<file path="config.mk">
export PLATFORM = sky130hd
export DESIGN_NAME = serial_pattern_tx
export DESIGN_NICKNAME = d
export VERILOG_FILES = /design/src/rtl/serial_pattern_tx.sv
export SDC_FILE = /design/constraint.sdc
export NUM_CORES = 1
export LEC_CHECK = 0
export ABC_AREA = 0
export CAP_MARGIN = 20
export CORE_MARGIN = 10
export CORE_UTILIZATION = 49
export DETAILED_ROUTE_END_ITERATION = 8
export PLACE_DENSITY_LB_ADDON = 0.15
export SYNTH_ARGS = -nofsm -noshare
export SYNTH_HDL_FRONTEND = slang
export SYNTH_SLANG_ARGS = --single-unit
export TNS_END_PERCENT = 1
</file>
<file path="constraint.sdc">
create_clock -name CLK -period 2.1 [get_ports CLK]
set_clock_uncertainty 0.05 [all_clocks]
set_input_delay 0.42 -clock CLK [delete_from_list [all_inputs] [get_ports CLK]]
set_output_delay 0.42 -clock CLK [all_outputs]
set_load 0.01 [all_outputs]
</file>
<file path="src/rtl/serial_pattern_tx.sv">
// serial_pattern_tx: loads a parallel pattern and shifts it out LSB first with valid/index/done strobes.
// Defining PATTERN_REPEAT_EN makes the pattern repeat until STOP is seen at a last-bit edge.
module serial_pattern_tx #(
  parameter int WIDTH = 20,
  parameter int IDXW  = 5
) (
  input  logic             CLK,
  input  logic             RESET,
  input  logic             LOAD_VALID,
  output logic             LOAD_READY,
  input  logic [WIDTH-1:0] DATA,
  input  logic             STOP,
  output logic             x,
  output logic             X_VALID,
  output logic [IDXW-1:0]  BIT_IDX,
  output logic             DONE,
  output logic [1:0]       S
);
`ifdef PATTERN_REPEAT_EN
  localparam bit REPEAT = 1'b1;
`else
  localparam bit REPEAT = 1'b0;
`endif
  typedef enum logic [1:0] {IDLE = 2'b00, SHIFT = 2'b01} state_t;
  state_t state, state_nx;
  logic [WIDTH-1:0] shreg, hold, shreg_nx, hold_nx;
  logic [IDXW-1:0] cnt, cnt_nx;
  logic x_nx, valid_nx, done_nx, last, again;
  assign last = (state == SHIFT) && (cnt == IDXW'(WIDTH - 1));
  assign again = last && !STOP && REPEAT;
  assign LOAD_READY = (state == IDLE);
  assign BIT_IDX = cnt;
  assign S = state;
  always_comb begin
    state_nx = state;
    shreg_nx = shreg;
    hold_nx = hold;
    cnt_nx = cnt;
    x_nx = x;
    valid_nx = X_VALID;
    done_nx = 1'b0;
    if (state == IDLE) begin
      if (LOAD_VALID) begin
        shreg_nx = DATA;
        hold_nx = DATA;
        x_nx = DATA[0];
        valid_nx = 1'b1;
        cnt_nx = '0;
        state_nx = SHIFT;
      end
    end else if (!last) begin
      shreg_nx = shreg >> 1;
      x_nx = shreg[1];
      cnt_nx = cnt + 1'b1;
    end else if (again) begin
      // Reload from the saved copy so the next pass follows without a gap
      shreg_nx = hold;
      x_nx = hold[0];
      cnt_nx = '0;
      done_nx = 1'b1;
    end else begin
      x_nx = 1'b0;
      valid_nx = 1'b0;
      cnt_nx = '0;
      done_nx = 1'b1;
      state_nx = IDLE;
    end
  end
  always_ff @(posedge CLK or negedge RESET) begin
    if (!RESET) begin
      state <= IDLE;
      shreg <= '0;
      hold <= '0;
      cnt <= '0;
      x <= 1'b0;
      X_VALID <= 1'b0;
      DONE <= 1'b0;
    end else begin
      state <= state_nx;
      shreg <= shreg_nx;
      hold <= hold_nx;
      cnt <= cnt_nx;
      x <= x_nx;
      X_VALID <= valid_nx;
      DONE <= done_nx;
    end
  end
endmodule

</file>
Word-level counts from Yosys, hierarchy flattened

Cells that the tools add are included.

Add/subtract/negate cells: 1
Equal/unequal tests: 4
Muxes and demuxes: 17
Reduce and logical (&&, ||, !) cells: 5

Operators by type and width:

| operator            | number |
|---|---|
| $mux 20             | 3 |
| $mux 5              | 3 |
| $mux 1              | 8 |
| $mux 2              | 3 |
| $add 5x1->5 const B | 1 |
| $eq 5x5->1 const B  | 1 |
| $ne 2x2->1 const B  | 2 |
| $reduce_and 2->1    | 2 |
| $eq 2x1->1 const B  | 1 |
| $logic_not 2->1     | 1 |
| $reduce_bool 2->1   | 1 |
| $logic_and 1x1->1   | 1 |

Register bits after elaboration: 30
Input port bits: 24
Word-level logic and storage cells: 33

Logic depth before layout (Yosys ltp)

Gate-level depths: netlist (run 1).

Depth in word-level cells: 4
Gate-level depth with buffers: 6
Mapped depth without buffers: 4

Least setup slack after synthesis (run 1)

Ideal clock, no wire load.

Path type: register to register
From: register cnt[0], in the netlist BIT_IDX[0]
To: register shreg[15]
Setup time: 0.134 ns
Arrival time: 1.401 ns
Slack: 0.515 ns
Cell stages (with the launch flop): 6
Clock period less this slack: 1.585 ns
Cells stage by stage: dfrtp_1 > ha_1 > and4bb_4 > buf_6 > a222oi_1 > o21ai_1

Longest elaborated chain between the ends: 4

RTL lines:

| what                              | line | text |
|---|---|---|
| start: declaration                | 27   | `logic [IDXW-1:0] cnt, cnt_nx;` |
| start signal: assignment          | 82   | `cnt <= cnt_nx;` |
| $eq 5x5->1                        | 29   | `assign last = (state == SHIFT) && (cnt == IDXW'(WIDTH - 1));` |
| $logic_and 1x1->1                 | 29   |  |
| $ne 2x2->1 (no source line)       | --   |  |
| $reduce_and 2->1 (no source line) | --   |  |
| end signal: assignment            | 80   | `shreg <= shreg_nx;` |
| end: declaration                  | 26   | `logic [WIDTH-1:0] shreg, hold, shreg_nx, hold_nx;` |

Every way passes these cells.
A chain may end at the register's enable or synchronous reset.

==> impl_metrics.toml, run 1 <==
[status]
status = "complete, no violations"

[sta]
hold_violations = 0
worstMarginPinSlew_ns = 0.902
max_freq_ghz = 0.502
rsz0062_at_grt = "false"
slew_violations = 0
max_slew_margin = 0.398
final-setup-viol-count = 0
period_share = 0.949
whs_ns = 0.403
finalCriticalPeriod_ns = 1.99

[power]
internal_power_mw = 1.24
swShare = 0.374
power_density_nw_per_um2 = 1100
total_power_mw = 1.98
power.leakage_nw = 0.763
p_clk_frac = 0.113
p_switching_mw = 0.739
ir_worst_vdd_uv = 892
combPwrFrac = 0.431
power.share.sequential = 0.456

[final_layout]
drive_gt1_frac = 0.0787
final_nets = 204
n_antenna_cell = 0
syn_to_final_growth_pct = 23.8
layout.cells.non_filler = 209

[setup_path]
cp-endpoint = "LOAD_READY"
crit_type = "reg2out"
r2r-start = "X_VALID$_DFFE_PN0P_"
reg2reg_to = "shreg[4]$_DFFE_PN0P_"
reg2reg_depth = 4
worstPathRequired_ns = 1.63
critPathMaxFanout = 10
end_kind = "primary output"
crit_start = "X_VALID$_DFFE_PN0P_"
r2r_setup_slack_ns = 0.29
crit_path_start_kind = "flop"
crit_arrival_ns = 1.52

[grt]
track_usage = 0.129
grt_pass1_vias = 1220
grt-ovfl-total = 0
antenna_found_initial = 0
grt_max_degree = 42
grt_pass1_wl_um = 5790

[drt]
dr.pass1.iters = 5
drt-initial-drc-count = 175
viasPerCell = 6.00
drc = 0
drtAntennaViolNets = 0
routed_wl_um = 3490
routedWlPerCell_um = 16.7
vias = 1254

[synthesis]
ys_warn_count = 0
synth_seq_cells = 27
syn-num-nets = 176
ys_types = 29
syn_inst = 151
avgSynthCellArea_um2 = 9.59
yosysSeqAreaShare = 0.467
synth_area_um2 = 1450

[cts]
clkTransAtPathRegs_ns = 0.15
hold_buffers = 0
cts_tree = "yes"
postCtsSetupBuffers = 0
numClockSinks = 27
cts-root-buf = "clkbuf_4"
cts_inserted_buffers = 3
clk_latency_ns = 0.32
htree_levels = 1
clockBufferDepth = 2

[placement]
gp_congestion = 0.770
numPortBuffers = 32
dp_cells = 205
post-dp-hpwl_um = 2430

[hold_path]
hold_class = "in2async"

[floorplanning]
core_um2 = 2780
dieArea_um2 = 5530
die_h_um = 74.4
initial_core_util = 0.520
die_w_um = 74.4
pin_count = 35
rows = 19

[run]
max-cap-violations = 0
## timing repair
| item | in CTS | in global routing |
|---|---|---|
| resized for setup | 1 | 1 |
| endpoints found under the setup margin | 1 | 1 |
| gates cloned | 0 | 0 |
| pin swaps | 0 | 0 |
## cells in the mapped netlist
cell / n / area share
ha_1: 1 / 0.0086
nand2_1: 23 / 0.060
dfrtp_1: 27 / 0.47
and2_1: 19 / 0.082
nand3b_1: 1 / 0.0052
o22ai_1: 2 / 0.0086
o32ai_1: 1 / 0.0061
nand3_1: 3 / 0.010
clkbuf_2: 1 / 0.0035
a222oi_1: 18 / 0.12
o211ai_1: 1 / 0.0052
nor2_1: 2 / 0.0052
and3b_1: 1 / 0.0061
nor2b_1: 2 / 0.0086
o21ai_0: 8 / 0.028
o21ai_1: 13 / 0.045
buf_2: 10 / 0.035
buf_4: 2 / 0.010
inv_1: 3 / 0.0078
mux2i_1: 2 / 0.014
conb_1: 1 / 0.0026
and4bb_4: 1 / 0.011
clkbuf_1: 1 / 0.0026
a21oi_1: 2 / 0.0069
buf_6: 2 / 0.016
or2b_1: 1 / 0.0052
and2b_1: 1 / 0.0052
xor2_1: 1 / 0.0061
a21o_1: 1 / 0.0052
## power groups by stage
stage / Combinational, mW / Clock (mW) / Sequential, mW
3_3_place_gp: 0.816 / 0 / 0.884
6_report: 0.851 / 0.223 / 0.901
4_1_cts: 0.860 / 0.233 / 0.897
3_5_place_dp: 0.855 / 0 / 0.904
2_1_floorplan: 0.551 / 0 / 0.882
5_1_grt: 0.968 / 0.251 / 0.933
## sequential cells by signal, indices dropped and copies added (netlist names)
name     count
BIT_IDX      5
DONE         1
X_VALID      1
shreg       19
x            1
## worst max-delay path: stages, from the launching register on
cell	delay, ns
dfrtp_2	0.52
inv_2	0.14
clkdlybuf4s50_1	0.55
## layer usage
metal | vias up | track usage | part of all wire
li1 | 606 | - | -
met1 | 608 | 0.166 | 0.44
met2 | 38 | 0.208 | 0.48
met3 | 2 | 0.0346 | 0.072
met4 | 0 | 0.0386 | 0.0040
met5 | - | 0 | 0
## through the flow
stage | instance area, um^2 | util | TNS, ns | setup slack [ns]
after detailed placement | 1760 | 0.634 | -0.769 | -0.124
final | 1790 | 0.644 | 0 | 0.108
after CTS | 1790 | 0.644 | 0 | 0.0209
after global placement | 1760 | 0.634 | -0.223 | -0.0370
after global routing | 1790 | 0.644 | 0 | 0.0505
after floorplan | 1450 | - | 0 | 0.515
## cell usage in the layout, fill, tap and decap left out, types with 2 or more instances in the layout
cell / instances
a21oi_1: 2
a222oi_1: 18
and2_1: 19
buf_4: 7
clkbuf_4: 3
clkdlybuf4s50_1: 32
dfrtp_1: 26
inv_1: 2
mux2i_1: 2
nand2_1: 23
nand3_1: 3
nor2_1: 2
nor2b_1: 2
o21ai_0: 8
o21ai_1: 13
o22ai_1: 2
## worst min-delay path by stage
stage          cells past startpoint  slack [ns]                endpoint
2_1_floorplan                      0        0.07  BIT_IDX[0]$_DFFE_PN0P_
3_3_place_gp                       1        0.47  BIT_IDX[0]$_DFFE_PN0P_
3_5_place_dp                       2        0.48    shreg[7]$_DFFE_PN0P_
4_1_cts                            2        0.41   shreg[17]$_DFFE_PN0P_
5_1_grt                            2        0.41    shreg[4]$_DFFE_PN0P_
6_report                           2        0.40    shreg[5]$_DFFE_PN0P_
## logic make-up (layout without fill, tap and decap cells)
family	count (synthesis)	after routing	share of synthesized area
simple gates	54	54	0.199
compound gates	46	46	0.229
flops	27	27	0.467
buf+inv	19	46	0.0743
mux	2	2	0.0138
fa+ha+maj	1	1	0.00864
other cells	1	1	0.00259
xor+xnor	1	1	0.00605
## area by class of cell
type	count	area (um^2)
clock buffers	3	22.5
well taps	31	38.8
multi-input cells	105	664
flip-flops and latches	27	677
fillers	247	990
repair buffers	39	373
inverters	3	11.3
clock inverters	1	5.00
Note: power is estimated with default switching activity, not from simulation.
==> inputs of run 2 (changes only) <==
Settings changed: CTS_BUF_LIST set to sky130_fd_sc_hd__clkbuf_4 sky130_fd_sc_hd__clkbuf_8 sky130_fd_sc_hd__clkbuf_16.
==> results of run 2 <==
Final layout, timing and power as in run 1 (identical DEF).
==> inputs of run 3 (changes only) <==
Settings changed: CORE_ASPECT_RATIO set to 1.25.
==> run 3 against run 2 <==
  * Combinational power shrank 0.6%
  * Largest power group unchanged
  * Sequential share of layout area shrank 0.23 points
  * Final cell count grew 2.4%
  * Worst hold slack gained 0.0046 ns
  * Clock power grew 3%
  * Global-route usage shrank 1.3 points
  * Register-to-register slack gained 0.08 ns
  * Highest routed layer unchanged
  * Largest cell class unchanged
  * First-iteration DRC count shrank 19%
  * Maximum frequency is essentially flat
  * Sequential power shrank 2%
==> impl_metrics.toml, run 3 (synthesis results as in run 1) <==
[status]
status = "complete, no violations"

[final_layout]
regMostFlops = "shreg"
final_nets = 204
final_cell_mix = "32 x clkdlybuf4s50_1, 27 x dfrtp_1, 23 x nand2_1"
drive_gt1_frac = 0.0674
syn_to_final_growth_pct = 24.3
final_common_cell = "clkdlybuf4s50_1"
nFillCells = 252
largest_register_ffs = 19
n_antenna_cell = 0

[floorplanning]
pin_count = 35
initial_core_util = 0.501
core_um2 = 2890
die_w_um = 68.6
rows = 22
dieArea_um2 = 5540
die_h_um = 80.8

[placement]
dp_slack_ns = 0.123
post-dp-hpwl_um = 2300
gp_congestion = 0.693
numPortBuffers = 32

[grt]
grt_pass1_vias = 1212
grt_use_met3 = 0.0262
grt-ovfl-total = 0
use_met2 = 0.203
grt_max_degree = 42
grt_util_met1 = 0.136
antenna_found_initial = 0
busiest_layer = "met2"
track_usage = 0.116
grt_pass1_wl_um = 5200

[power]
power.leakage_nw = 0.766
power_density_nw_per_um2 = 1090
ir_worst_vdd_uv = 603

[cts]
cts-root-buf = "clkbuf_4"
hold_buffers = 0
clk_latency_ns = 0.31
cts_resized = 0
numClockSinks = 27
htree_levels = 1
postCtsSetupBuffers = 0
clkTransAtPathRegs_ns = 0.14
cts_tree = "yes"
cts_inserted_buffers = 3
clockBufferDepth = 2

[sta]
rsz0062_at_grt = "false"
max_freq_ghz = 0.502
worst_slack_ns = 0.106
hold_violations = 0
final-setup-viol-count = 0
period_share = 0.950
finalCriticalPeriod_ns = 1.99
tns_ns = 0
slew_violations = 0

[drt]
vias = 1232
drt-initial-drc-count = 141
drtAntennaViolNets = 0
routedWlPerCell_um = 15.0
drc = 0
dr.pass1.iters = 4
viasPerCell = 5.76
routed_wl_um = 3200

[run]
max-cap-violations = 0

[setup_path]
end_kind = "primary output"
crit_path_start_kind = "flop"
cp_top_family = "buffers and inverters"
crit_chain = "inv_1 > clkdlybuf4s50_1"
cp_slowest_cell = "clkdlybuf4s50_1"
crit_arrival_ns = 1.52
critPathMaxFanout = 7
max_stage_delay_ns = 0.58
crit_type = "reg2out"
cp_num_buf_inv = 2
worstPathRequired_ns = 1.63

[hold_path]
hold_class = "in2async"
run 3: changes by cell type in the layout (fill, tap and decap cells not counted):
cell      previous run  this run
inv_1                2         3
clkbuf_4             3         4
dfrtp_1             26        27
dfrtp_2              1         0
clkinv_2             1         0
inv_2                1         0
run 3: through the flow:
step / cell area (um^2) / power [mW] / instances / hold slack [ns] / util
after floorplan: 1450 / 1.43 / 151 / 0.0744 / -
after global placement: 1770 / 1.69 / 210 / 0.467 / 0.612
after detailed placement: 1770 / 1.75 / 210 / 0.482 / 0.612
after CTS: 1800 / 1.98 / 214 / 0.411 / 0.623
after global routing: 1800 / 2.13 / 214 / 0.413 / 0.623
final: 1800 / 1.96 / 214 / 0.408 / 0.623
run 3: area by class of cell:
class,instances,area [um^2],area share
flip-flops and latches,27,676,0.376
multi-input cells,105,664,0.369
repair buffers,39,373,0.207
well taps,36,45.0,0.0250
clock buffers,4,30.0,0.0167
inverters,3,11.3,0.00626
run 3: final timing paths:
kind,cells after the start,from,endpoint,slack [ns]
setup / recovery,2,X_VALID$_DFFE_PN0P_,LOAD_READY,0.11
hold / removal,2,RESET,DONE$_DFF_PN0_,0.41
setup reg to reg,4,BIT_IDX[0]$_DFFE_PN0P_,shreg[14]$_DFFE_PN0P_,0.37
hold reg to reg,2,shreg[5]$_DFFE_PN0P_,shreg[4]$_DFFE_PN0P_,0.50
max in group asynchronous,2,RESET,shreg[15]$_DFFE_PN0P_,1.33
min in group CLK,2,shreg[5]$_DFFE_PN0P_,shreg[4]$_DFFE_PN0P_,0.50
run 3: layer usage:
metal	vias up	wire, um	share of wire
met2	32	1650	0.51
li1	604	-	-
met3	2	234	0.073
met1	594	1300	0.41
met4	0	14	0.0044
met5	-	0	0
run 3: power breakdown:
| group | switching, mW | internal (mW) | total [mW] |
|---|---|---|---|
| Clock | 0.142 | 0.0871 | 0.229 |
| Combinational | 0.398 | 0.448 | 0.846 |
| Sequential | 0.166 | 0.716 | 0.882 |
